===== config.mk =====
export PLATFORM = sky130hd
export DESIGN_NAME = crb_rom_loader_flat
export DESIGN_NICKNAME = d
export VERILOG_FILES = /design/src/rtl/crb_loader_pkg.sv /design/src/rtl/crb_rom_loader_if.sv /design/src/rtl/crb_dip_bank.sv /design/src/rtl/crb_rom_loader.sv /design/src/flat_wrapper.sv
export SDC_FILE = /design/constraint.sdc
export NUM_CORES = 1
export LEC_CHECK = 0
export CORE_MARGIN = 2
export CORE_UTILIZATION = 38
export CTS_BUF_LIST = sky130_fd_sc_hd__clkbuf_4 sky130_fd_sc_hd__clkbuf_8 sky130_fd_sc_hd__clkbuf_16
export DETAILED_ROUTE_END_ITERATION = 7
export PLACE_DENSITY = 0.6
export SYNTH_ARGS = -nofsm -noshare
export SYNTH_HDL_FRONTEND = slang
export SYNTH_SLANG_ARGS = --single-unit
export TNS_END_PERCENT = 5

===== constraint.sdc =====
create_clock -name CLK -period 9.28 [get_ports CLK]
set_input_delay 0.928 -clock CLK [delete_from_list [all_inputs] [get_ports CLK]]
set_output_delay 0.928 -clock CLK [all_outputs]
set_load 0.03 [all_outputs]

===== src/rtl/crb_loader_pkg.sv =====
// Shared types and sizes for the CRAZYBALLOON ROM/DIP loader.
// Imported by the loader top, DIP bank and testbench.
package crb_loader_pkg;

    typedef enum logic [2:0] {
        IDLE,
        LOAD_ROM,
        LOAD_DIP,
        HOLD,
        RUN
    } state_t;

    localparam int DIP_BYTES = 8;
    localparam int HW_W      = 17;

endpackage


===== src/rtl/crb_rom_loader_if.sv =====
// hps_io ioctl download stream as seen by the loader.
// master = hps_io side, slave = loader side.
interface crb_rom_loader_if;

    logic        ioctl_download;
    logic        ioctl_wr;
    logic [7:0]  ioctl_index;
    logic [24:0] ioctl_addr;
    logic [7:0]  ioctl_dout;

    modport master (
        output ioctl_download,
        output ioctl_wr,
        output ioctl_index,
        output ioctl_addr,
        output ioctl_dout
    );

    modport slave (
        input ioctl_download,
        input ioctl_wr,
        input ioctl_index,
        input ioctl_addr,
        input ioctl_dout
    );

endinterface


===== src/rtl/crb_dip_bank.sv =====
// Eight byte-wide DIP registers, byte-select write, flat 64-bit read.
// Byte n appears on q[8n+7:8n].
module crb_dip_bank
    import crb_loader_pkg::*;
(
    input  logic                         CLK,
    input  logic                         RESET,
    input  logic                         we,
    input  logic [$clog2(DIP_BYTES)-1:0] sel,
    input  logic [7:0]                   wdata,
    output logic [8*DIP_BYTES-1:0]       q
);

    logic [7:0] mem [DIP_BYTES];

    always_ff @(posedge CLK) begin
        if (RESET) begin
            for (int i = 0; i < DIP_BYTES; i++)
                mem[i] <= 8'h00;
        end else if (we) begin
            mem[sel] <= wdata;
        end
    end

    for (genvar g = 0; g < DIP_BYTES; g++) begin : g_rd
        assign q[8*g +: 8] = mem[g];
    end

endmodule


===== src/rtl/crb_rom_loader.sv =====
// ioctl -> CRAZYBALLOON ROM write port, DIP capture and core reset gate.
// The core stays in reset until a complete, in-range ROM image has loaded.
module crb_rom_loader
    import crb_loader_pkg::*;
#(
    parameter logic [15:0] ROM_BYTES   = 16'h3800,
    parameter logic [7:0]  ROM_INDEX   = 8'd0,
    parameter logic [7:0]  DIP_INDEX   = 8'd254,
    parameter int          HOLD_CYCLES = 16
) (
    input  logic                 CLK,
    input  logic                 RESET,
    crb_rom_loader_if.slave      ioctl,
    output logic [15:0]          dn_addr,
    output logic [7:0]           dn_data,
    output logic                 dn_wr,
    output logic                 dn_ld,
    output logic [63:0]          dip,
    output logic                 core_reset,
    output logic                 rom_ok,
    output logic                 rom_err
);

    localparam int HC_W = $clog2(HOLD_CYCLES + 1);

    state_t            state, state_n;
    state_t            ret_q, ret_n;
    logic [HW_W-1:0]   hw, hw_n;
    logic [HC_W-1:0]   cnt, cnt_n;
    logic              ok_n, err_n, crst_n;
    logic              dl_q, rise, fall;
    logic              wr_acc, in_rng;
    logic              rom_wr, rom_bad, dip_we;
    logic [HW_W-1:0]   addr_p1;

    assign rise = ioctl.ioctl_download & ~dl_q;
    assign fall = ~ioctl.ioctl_download & dl_q;

    // A strobe coincident with the falling edge still belongs to the load.
    assign wr_acc  = ioctl.ioctl_wr & (ioctl.ioctl_download | dl_q);
    assign in_rng  = ioctl.ioctl_addr < {9'd0, ROM_BYTES};
    assign addr_p1 = {1'b0, ioctl.ioctl_addr[15:0]} + 17'd1;

    assign rom_wr  = (state == LOAD_ROM) & wr_acc & in_rng;
    assign rom_bad = (state == LOAD_ROM) & wr_acc & ~in_rng;
    assign dip_we  = (state == LOAD_DIP) & wr_acc
                   & (ioctl.ioctl_addr[24:3] == 22'd0);

    assign dn_ld = (state == LOAD_ROM);

    always_comb begin
        state_n = state;
        ret_n   = ret_q;
        hw_n    = hw;
        cnt_n   = cnt;
        ok_n    = rom_ok;
        err_n   = rom_err;
        crst_n  = core_reset;
        if (rom_wr && addr_p1 > hw)
            hw_n = addr_p1;
        if (rom_bad)
            err_n = 1'b1;
        unique case (state)
            IDLE, HOLD, RUN: begin
                if (state == HOLD) begin
                    if (cnt == HC_W'(1)) begin
                        state_n = RUN;
                        crst_n  = 1'b0;
                    end else begin
                        cnt_n = cnt - HC_W'(1);
                    end
                end
                if (rise && ioctl.ioctl_index == ROM_INDEX) begin
                    state_n = LOAD_ROM;
                    hw_n    = '0;
                    ok_n    = 1'b0;
                    err_n   = 1'b0;
                    crst_n  = 1'b1;
                end else if (rise && ioctl.ioctl_index == DIP_INDEX) begin
                    ret_n   = state_n;
                    state_n = LOAD_DIP;
                end
            end
            LOAD_ROM: begin
                if (fall) begin
                    if (hw_n == {1'b0, ROM_BYTES} && !err_n) begin
                        ok_n    = 1'b1;
                        state_n = HOLD;
                        cnt_n   = HC_W'(HOLD_CYCLES);
                    end else begin
                        err_n   = 1'b1;
                        state_n = IDLE;
                    end
                end
            end
            LOAD_DIP: begin
                if (fall)
                    state_n = ret_q;
            end
            default: state_n = IDLE;
        endcase
    end

    always_ff @(posedge CLK) begin
        if (RESET) begin
            state      <= IDLE;
            ret_q      <= IDLE;
            hw         <= '0;
            cnt        <= '0;
            rom_ok     <= 1'b0;
            rom_err    <= 1'b0;
            core_reset <= 1'b1;
            // No false rising edge if RESET lands mid-download.
            dl_q       <= ioctl.ioctl_download;
            dn_wr      <= 1'b0;
            dn_addr    <= '0;
            dn_data    <= '0;
        end else begin
            state      <= state_n;
            ret_q      <= ret_n;
            hw         <= hw_n;
            cnt        <= cnt_n;
            rom_ok     <= ok_n;
            rom_err    <= err_n;
            core_reset <= crst_n;
            dl_q       <= ioctl.ioctl_download;
            dn_wr      <= rom_wr;
            if (rom_wr) begin
                dn_addr <= ioctl.ioctl_addr[15:0];
                dn_data <= ioctl.ioctl_dout;
            end
        end
    end

    crb_dip_bank u_dip (
        .CLK   (CLK),
        .RESET (RESET),
        .we    (dip_we),
        .sel   (ioctl.ioctl_addr[2:0]),
        .wdata (ioctl.ioctl_dout),
        .q     (dip)
    );

endmodule

===== src/flat_wrapper.sv =====
// flat-port wrapper written by rule: the top's interface ports become plain ports
module crb_rom_loader_flat import crb_loader_pkg::*;
#(
    parameter logic [15:0] ROM_BYTES   = 16'h3800,
    parameter logic [7:0]  ROM_INDEX   = 8'd0,
    parameter logic [7:0]  DIP_INDEX   = 8'd254,
    parameter int          HOLD_CYCLES = 16
)
  (CLK, RESET, dn_addr, dn_data, dn_wr, dn_ld, dip, core_reset, rom_ok, rom_err, ioctl_ioctl_download, ioctl_ioctl_wr, ioctl_ioctl_index, ioctl_ioctl_addr, ioctl_ioctl_dout);
  crb_rom_loader_if ioctl_i ();
  input  logic CLK;
  input  logic RESET;
  output logic [15:0] dn_addr;
  output logic [7:0] dn_data;
  output logic dn_wr;
  output logic dn_ld;
  output logic [63:0] dip;
  output logic core_reset;
  output logic rom_ok;
  output logic rom_err;
  input wire logic [$bits(ioctl_i.ioctl_download)-1:0] ioctl_ioctl_download;
  input wire logic [$bits(ioctl_i.ioctl_wr)-1:0] ioctl_ioctl_wr;
  input wire logic [$bits(ioctl_i.ioctl_index)-1:0] ioctl_ioctl_index;
  input wire logic [$bits(ioctl_i.ioctl_addr)-1:0] ioctl_ioctl_addr;
  input wire logic [$bits(ioctl_i.ioctl_dout)-1:0] ioctl_ioctl_dout;
  assign ioctl_i.ioctl_download = ioctl_ioctl_download;
  assign ioctl_i.ioctl_wr = ioctl_ioctl_wr;
  assign ioctl_i.ioctl_index = ioctl_ioctl_index;
  assign ioctl_i.ioctl_addr = ioctl_ioctl_addr;
  assign ioctl_i.ioctl_dout = ioctl_ioctl_dout;
  crb_rom_loader #(.ROM_BYTES(ROM_BYTES), .ROM_INDEX(ROM_INDEX), .DIP_INDEX(DIP_INDEX), .HOLD_CYCLES(HOLD_CYCLES)) u_core (.CLK(CLK), .RESET(RESET), .ioctl(ioctl_i), .dn_addr(dn_addr), .dn_data(dn_data), .dn_wr(dn_wr), .dn_ld(dn_ld), .dip(dip), .core_reset(core_reset), .rom_ok(rom_ok), .rom_err(rom_err));
endmodule

# Yosys cells after proc, flatten, opt, wreduce, memory -nomap -nowiden
# Memory sizes are Yosys's and may differ from the RTL's.
# Cells that the tools add are included.
# totals
word_cells	96
mem_count	1
input_bits	45
regBits	57
mem_bits_rw	64
out_inout_bits	93
# op_classes
n_eq_ne	13
order_cmp	2
n_addsub	2
n_bitwise	13
mux	36
reduce_logical	18
# memory_table
name	words	width	rd	rd_ports_with_merged_regs	write_ports	line_no	rtl
u_core.u_dip.mem	8	8	8	0	8	crb_dip_bank.sv:14	logic [7:0] mem [DIP_BYTES];
# ops
op	count
two-way mux 17 bit	3
less-than comparator 25 x 14 -> 1 bit, second input constant	1
zero test 22 bit	1
two-way mux 3 bit	7
two-way mux 5 bit	4
adder 16 x 1 -> 17 bit, second input constant	1
equality test 17 x 14 -> 1 bit, second input constant	1
greater-than comparator 17 bit	1
two-way mux 1 bit	16
!= test 2 x 1 -> 1 bit, second input constant	5
one-hot mux 5 bit (2 select lines)	1
one-hot mux 3 bit (3 select lines)	1
AND 1 bit	8
equality test 8 bit, second input constant	1
zero test 8 bit	1
two-way mux 8 bit	1
OR reduction 8 bit	1
equality test 3 x 2 -> 1 bit, second input constant	2
AND reduction 3 bit	2
nonzero test 2 bit	3
equality test 5 x 1 -> 1 bit, second input constant	1
AND reduction 5 bit	1
subtractor 5 x 1 -> 5 bit, second input constant	1
logical AND 1 bit	4
other kinds (12)	16

# Depth between registers and ports, before layout
# Gate-level depths: netlist of the first run.
# logic_depth
ltp_word	11
mapped_depth	14

# Modules after synthesis
# A second synthesis of the first run with hierarchy kept.
# hier_totals
cells_unflattened	590
area_unflattened_um2	5746.8
# by_module_without_submodules
mod	n_inst	cells_each	area_each_um2
crb_rom_loader	1	421	3285.7
crb_dip_bank	1	169	2461.1

# Least setup slack after synthesis of the first run
# OpenSTA, ideal clock, no wires.
# synth_timing
kind	input port to flip-flop
start	input ioctl_ioctl_addr[0]
end	register u_core.cnt[0]
path_slack_ns	5.078
setup_time_ns	0.121
arrival_time_ns	4.082
path_stages	13
required_time_ns	9.159
path_cell_list	ha_1 nand4_1 nor3_1 nand3_1 xnor2_1 ha_1 a21oi_1 o221ai_1 a211oi_1 a2111oi_4 o41ai_2 a211oi_2 mux2_2
# synth_via
elab_chain_len	8
elab_cells_between_ends	14
cone_classes	1 x add/sub; 2 x order compare; 2 x eq/ne; 2 x mux; 3 x bitwise; 4 x reduce/logical
# synth_rtl
element	line_no	rtl
from (decl)	flat_wrapper.sv:24	input wire logic [$bits(ioctl_i.ioctl_addr)-1:0] ioctl_ioctl_addr;
adder 16 x 1 -> 17 bit / less-than comparator 25 x 14 -> 1 bit (equally long branches)	crb_rom_loader.sv:42, crb_rom_loader.sv:41	
greater-than comparator 17 bit (tied with other cells)	crb_rom_loader.sv:59	if (rom_wr && addr_p1 > hw)
logical AND 1 bit / AND 1 bit (equally long branches)	crb_rom_loader.sv:59, crb_rom_loader.sv:45	
two-way mux 17 bit / two-way mux 1 bit (equally long branches)	crb_rom_loader.sv:59, crb_rom_loader.sv:61	
equality test 17 x 14 -> 1 bit / zero test 1 bit (equally long branches)	crb_rom_loader.sv:86	if (hw_n == {1'b0, ROM_BYTES} && !err_n) begin
logical AND 1 bit *	crb_rom_loader.sv:86	
!= test 2 x 1 -> 1 bit (no source line) *	n/a	
AND reduction 5 bit (no source line) *	n/a	
to (signal assigned)	crb_rom_loader.sv:122	cnt <= cnt_n;
to (decl)	crb_rom_loader.sv:29	logic [HC_W-1:0] cnt, cnt_n;
# Every way passes the cells marked *; elsewhere a longest branch is shown, timed or not.
# A chain may end at the register's enable or synchronous reset.

# Final worst setup path of the first run
# layout_timing
start	input ioctl_ioctl_addr[1]
end	register u_core.cnt[0]
# The elaborated chain is that of the path after synthesis.

==> results.cfg, run 1 <==
[cells_and_area]
area_growth_syn_to_layout_pct = 38.31
num_antenna_cells = 0
seqCellArea_sq_um = 3063
drive_gt1_frac = 0.07381
final_util = 0.5396
multi_input_area_sq_um = 2422
num-fill-cells = 1296
fin_area_sq_um = 7843
nNetsFinal = 743

[critical_path]
required_ps = 9580
cp_common_cell = ha_1
critPathCaptureType = flop
path_max_fanout = 31
cp-start-kind = primary input
crit_path_top_delay_cell = clkdlybuf4s50_1
crit_type = in2reg
critPathTopFamily = compound AO/OA/AOI/OAI gates
critPathMaxStageDelay_ps = 730
worstPathCellList = clkdlybuf4s50_1, ha_1, nand4_1, nor3_1, nand3_1, xnor2_1, ha_1, a21oi_1, o221ai_1, a211oi_1, a2111oi_4, buf_4, o41ai_2, a211oi_2, mux2_2
worst-path-buf-inv = 2
cp_data_arrival_time_ps = 5780

[sta]
max_freq_ghz = 0.1827
finalSetupTns_ps = 0
fin_skew_ps = 7.975
setup_violations = 0
period_minus_slack_ps = 5472
slew_headroom = 0.3851
finalHoldViolations = 0
rsz0062_at_grt = no
worstMarginPinSlew_ps = 920.2
whs_ps = 461.0
slew_violations = 0
fin_crit_sh = 0.5897

[yosys]
yosys_warnings = 0
ys_async_sr_fraction = 0
synth_area_leaders = edfxtp_1, dfxtp_1, and2_1
syn_area_sq_um = 5670
ys_seq_elements = 121
synth_top_area_share = 0.3389
synth_top_family_by_area = simple AND/OR/NAND/NOR gates
synth_compound_area_frac = 0.07304
seq_area_frac_synth = 0.5402
synth_ff_type = edfxtp_1
syn_nets = 610
synth_xor_area_frac = 0.02626
synth_edf_count = 64
synth-simple-area-share = 0.2363
yosys.area_share.adder = 0.04413
avgSynthCellArea_sq_um = 10.40
synthDistinctLibCells = 49
synthCells = 545
yosysTopAreaCell = edfxtp_1
muxShareOfSynthArea = 0.04612

[cts]
cts_tree = yes
htree_levels = 4
ctsHoldBuffers = 0
cts-resized-gates = 0
cts_setup_buffers = 0
numCtsBuffers = 17
clk_pin_slew_worst_paths_ps = 60
clockBufferDepth = 2
cts.sinks = 121
cts_root_buf = clkbuf_16
clk_latency_ps = 420

[global_routing]
grt_antenna_before_repair = 0
grt_first_pass_wirelength_um = 23520
grt_overflow_total = 0
grt_use_total = 0.1902
grt_max_degree = 45
grt_pass1_vias = 4431

[drt]
wirelength_um = 14420
drtIter0Drc = 332
dr.pass1.iters = 4
vias = 4433
avgViaCountPerCell = 5.066
route.detailed.drc = 0
wire_per_inst_um = 16.48
ant_nets = 0

[power_and_ir_drop]
power.leakage_uw = 0.002822
ir_drop_mv = 0.08639
p_per_area_nw_per_um2 = 181.6

[floorplan]
die_w_um = 126.2
placementRows = 44
die-area_sq_um = 15920
core_sq_um = 14530
io-pin-count = 138
die_h_um = 126.2
start_util = 0.3902

[placement]
port_buffers = 137
gp_congestion = 0.8823
place_area_sq_um = 7179
detailed_place_hpwl_um = 10720

[run_status]
status = finished, final reports clean

[flow_run]
maxCapViolations = 0

[min_path]
hold_path_class = reg2reg
==> cell usage in the layout, fill, tap and decap left out, types with 2 or more instances in the layout <==
cell type          n
a211oi_1           4
a21o_1             2
a21oi_1           24
a22o_1             3
a31oi_1            4
a41oi_1            2
and2_1            66
and3_1             5
and4_1             2
bufinv_16          5
clkbuf_16         17
clkdlybuf4s50_1  136
clkinv_4           3
clkinvlp_4         2
dfxtp_1           57
edfxtp_1          64
ha_1              20
inv_1             24
inv_6              4
mux2i_1           25
nand2_1           22
nand2b_1           7
nand3_1           16
nand3b_1           2
nand4_1           12
nor2_1            72
nor2b_1            2
nor3_1            15
nor3b_1            6
nor4_1            11
o21ai_0            6
o21bai_1           2
or2_2             10
or3_1              2
xnor2_1           10
xor2_1             7
==> metrics by stage <==
stage | power (uW) | std cells | setup slack [ps]
2_1_floorplan | 642.1 | 545 | 5078
3_3_place_gp | 696.0 | 843 | 3630
3_5_place_dp | 697.1 | 843 | 3420
4_1_cts | 1435 | 875 | 3838
5_1_grt | 1470 | 875 | 3260
6_report | 1424 | 875 | 3808
==> worst reg2reg max path, stage by stage (launching register included) <==
cell       delay, ps
dfxtp_1          310
inv_1             90
ha_1             340
a21oi_1          140
o21ai_0          180
a211oi_1         440
a2111oi_4        130
buf_4            270
o41ai_2          700
a211oi_2         220
mux2_2           320
==> final cells by class <==
cell class,instances,area share
multi-input combinational,376,0.3089
clock buffer,17,0.05424
timing repair buffer,138,0.1752
tap,184,0.02936
sequential,121,0.3906
clock inverter,15,0.03031
inverter,24,0.01149
==> power by group <==
| group | switching (uW) | total, uW | leakage (uW) | internal [uW] |
|---|---|---|---|---|
| Combinational | 64.5 | 110 | 0.00139 | 45.4 |
| Clock | 257 | 739 | 0.000317 | 482 |
| Sequential | 3.58 | 575 | 0.00112 | 572 |
| Total | 325 | 1420 | 0.00282 | 1100 |
==> synthesized netlist by cell type (2+ instances only) <==
cell	n
a21o_1	2
dfxtp_1	57
a31oi_1	4
nand2b_1	7
o21ai_0	6
and3_1	5
nand3b_1	2
xnor2_1	10
nor4_1	11
or2_2	10
inv_1	24
mux2i_1	25
a41oi_1	2
clkbuf_1	14
a211oi_1	4
o21bai_1	2
nor3b_1	6
nor2_1	73
nor2b_1	2
nand3_1	16
a21oi_1	24
or3_1	2
ha_1	20
and4_1	2
edfxtp_1	64
buf_2	9
nand2_1	22
xor2_1	7
nand4_1	12
and2_1	66
a22o_1	3
nor3_1	15
==> metal layers <==
layer / up-vias / GRT usage / wire [um]
li1: 2186 / - / -
met1: 2080 / 0.2423 / 6567
met2: 149 / 0.3137 / 6705
met3: 18 / 0.05480 / 964
met4: 0 / 0.05882 / 179
met5: - / 0 / 0
==> registers in the layout (all words and copies together) (netlist names), 3 cells and up <==
| register | flops |
|---|---|
| u_core.u_dip.mem | 64 |
| u_core.dn_data | 8 |
| u_core.hw | 17 |
| u_core.cnt | 5 |
| u_core.ret_q | 3 |
| u_core.state | 3 |
| u_core.dn_addr | 16 |
==> logic make-up after synthesis <==
| kind of cell | after synthesis |
|---|---|
| AO/OA/AOI/OAI | 59 |
| XOR/XNOR | 17 |
| adder cells (fa/ha/maj) | 20 |
| buffers and inverters | 48 |
| flip-flops | 121 |
| multiplexers | 26 |
| AND/OR/NAND/NOR | 254 |
==> path summary, 6_finish.rpt <==
| kind | from | end | slack, ps | cells past startpoint |
|---|---|---|---|---|
| max | ioctl_ioctl_addr[1] | u_core.cnt[0] | 3810 | 15 |
| max reg2reg | u_core.hw[8] | u_core.cnt[0] | 6040 | 10 |
| min | u_core.ret_q[0] | u_core.ret_q[0] | 460 | 2 |
| min reg2reg | u_core.ret_q[0] | u_core.ret_q[0] | 460 | 2 |
Power figures use the tool's default switching activity.
==> inputs of run 2 (changes only) <==
--- a/config.mk
+++ b/config.mk
@@ -9,7 +9,7 @@
 export CORE_UTILIZATION = 38
 export CTS_BUF_LIST = sky130_fd_sc_hd__clkbuf_4 sky130_fd_sc_hd__clkbuf_8 sky130_fd_sc_hd__clkbuf_16
 export DETAILED_ROUTE_END_ITERATION = 7
-export PLACE_DENSITY = 0.6
+export PLACE_DENSITY = 0.62
 export SYNTH_ARGS = -nofsm -noshare
 export SYNTH_HDL_FRONTEND = slang
 export SYNTH_SLANG_ARGS = --single-unit
==> constraint.sdc (replaced) <==
create_clock -name CLK -period 4.7 [get_ports CLK]
set_input_delay 0.47 -clock CLK [delete_from_list [all_inputs] [get_ports CLK]]
set_output_delay 0.47 -clock CLK [all_outputs]
set_load 0.03 [all_outputs]
==> run 2 against run 1 <==
Flip-flop and latch count stayed put. Sequential power is 98% higher. Final cell count up 1.8%. Combinational power increased by 110%. Non-clock buffer count is 16 higher. Hold slack worse by 0.77 ps. Register-to-register slack worse by 4400 ps. Highest routed layer unchanged. Routed wire length up 1.4%. Final area increased by 1.2%. Critical endpoint unchanged. First-iteration DRC count fell by 4.2%. Sequential share of layout area down 0.45 points.
==> results.cfg, run 2 (same netlist as run 1, synthesis figures left out) <==
[floorplan]
io-pin-count = 138
die_h_um = 126.2
placementRows = 44
core_sq_um = 14530
die-area_sq_um = 15920
start_util = 0.3902
die_w_um = 126.2

[power_and_ir_drop]
seqPwrFrac = 0.414
p_switching_uw = 623.3
pwr-share-clk = 0.504
combPwrFrac = 0.082
sw_frac_of_total = 0.2271
ir_drop_mv = 0.2174
p_per_area_nw_per_um2 = 345.9
power.internal_uw = 2121
power.leakage_uw = 0.002886

[critical_path]
critPathCaptureType = flop
crit_start = ioctl_ioctl_addr[7]
r2r_end = u_core.cnt[0]
path_max_fanout = 9
worstReg2RegStart = u_core.hw[16]
crit_type = in2reg
rrSetupSlack_ps = 1670
cp_data_arrival_time_ps = 4460
worstRegToRegCells = 9
cp-start-kind = primary input
required_ps = 5000

[min_path]
hold_path_class = reg2reg
min_from = u_core.ret_q[1]
hold_depth = 2
hold_end = u_core.ret_q[1]

[cts]
ctsHoldBuffers = 0
cts-resized-gates = 0
cts.sinks = 121
clockBufferDepth = 2
cts_root_buf = clkbuf_16
cts_tree = yes
htree_levels = 4
clk_pin_slew_worst_paths_ps = 60
numCtsBuffers = 17
clk_latency_ps = 410
cts_setup_buffers = 0

[sta]
worstMarginPinSlew_ps = 917.1
slew_violations = 0
finalHoldViolations = 0
rsz0062_at_grt = no
fin_crit_sh = 0.8856
setup_violations = 0
finalSetupTns_ps = 0
period_minus_slack_ps = 4162
fin_skew_ps = 7.847
slew_headroom = 0.3872
max_freq_ghz = 0.2403

[cells_and_area]
multi_input_area_sq_um = 2422
final_util = 0.5459
largest_register_ffs = 64
seqCellArea_sq_um = 3063
num_antenna_cells = 0
area_growth_syn_to_layout_pct = 39.92
final_cell_mix = clkdlybuf4s50_1, nor2_1, and2_1
num-fill-cells = 1320
nNetsFinal = 759
reg.largest.list = u_core.u_dip.mem x64, u_core.hw x17, u_core.dn_addr x16
final_common_cell = clkdlybuf4s50_1
regMostFlops = u_core.u_dip.mem
drive_gt1_frac = 0.09335

[global_routing]
grt_overflow_total = 0
grt_antenna_before_repair = 0
grt_pass1_vias = 4317
grt_use_total = 0.1863
grt_first_pass_wirelength_um = 23110
grt_max_degree = 44

[drt]
ant_nets = 0
dr.pass1.iters = 4
avgViaCountPerCell = 5.043
wire_per_inst_um = 16.41
route.detailed.drc = 0
vias = 4493
drtIter0Drc = 318
wirelength_um = 14620

[flow_run]
maxCapViolations = 0

[run_status]
status = finished, final reports clean

[placement]
detailed_place_hpwl_um = 10850
gp_congestion = 0.9078
port_buffers = 137
run 2: cell types whose count changed in the layout (fill, tap and decap cells not counted), sizes merged:
cell and delta:
buf +15, inv -3, clkinv +2, bufinv -1, clkbuf +1, clkdlybuf4s50 +1, clkinvlp +1
run 2: power groups by stage:
stage                     Sequential (uW)  Combinational (uW)  Clock [uW]
final                                1140                 226        1380
after global routing                 1140                 242        1450
after CTS                            1140                 227        1400
after detailed placement             1160                 226           0
after global placement               1160                 225           0
after floorplan                      1200                69.9           0
run 2: worst max-delay path: stages:
cell	delay, ps
clkdlybuf4s50_1	670
nand4_1	140
nor4_1	260
buf_4	190
nand3_1	90
xnor2_1	140
ha_1	290
nand4_1	210
o221ai_1	150
a211oi_1	380
a2111oi_4	180
o41ai_2	750
a211oi_2	210
mux2_2	310
run 2: final cells by class:
type | instances | share of cell area
inverters | 24 | 0.01135
flip-flops and latches | 121 | 0.3861
clock buffers | 18 | 0.05457
repair buffers | 154 | 0.1889
clock inverters | 14 | 0.02476
well taps | 184 | 0.02902
multi-input cells | 376 | 0.3053
run 2: routing by layer:
metal / vias to the layer above / global-route usage / part of all wire
li1: 2220 / - / -
met4: 0 / 0.06917 / 0.016
met3: 18 / 0.04843 / 0.062
met5: - / 0 / 0
met1: 2113 / 0.2464 / 0.47
met2: 142 / 0.2954 / 0.46
run 2: worst max-delay path by stage:
stage                     depth (start not counted)            end
after global placement                           14  u_core.cnt[0]
after global routing                             14  u_core.cnt[0]
after detailed placement                         14  u_core.cnt[0]
after floorplan                                  13  u_core.cnt[0]
final                                            14  u_core.cnt[0]
after CTS                                        14  u_core.cnt[0]
run 2: through the flow:
step | hold slack, ps | total power (uW) | cells | area, sq um | setup slack [ps]
after floorplan | 432.1 | 1268 | 545 | 5670 | 955.7
after global placement | 449.7 | 1384 | 859 | 7305 | 281.4
after detailed placement | 459.3 | 1385 | 859 | 7305 | 215.5
after CTS | 467.5 | 2764 | 891 | 7934 | 573.2
after global routing | 485.9 | 2832 | 891 | 7934 | 281.4
final | 460.2 | 2744 | 891 | 7934 | 537.8
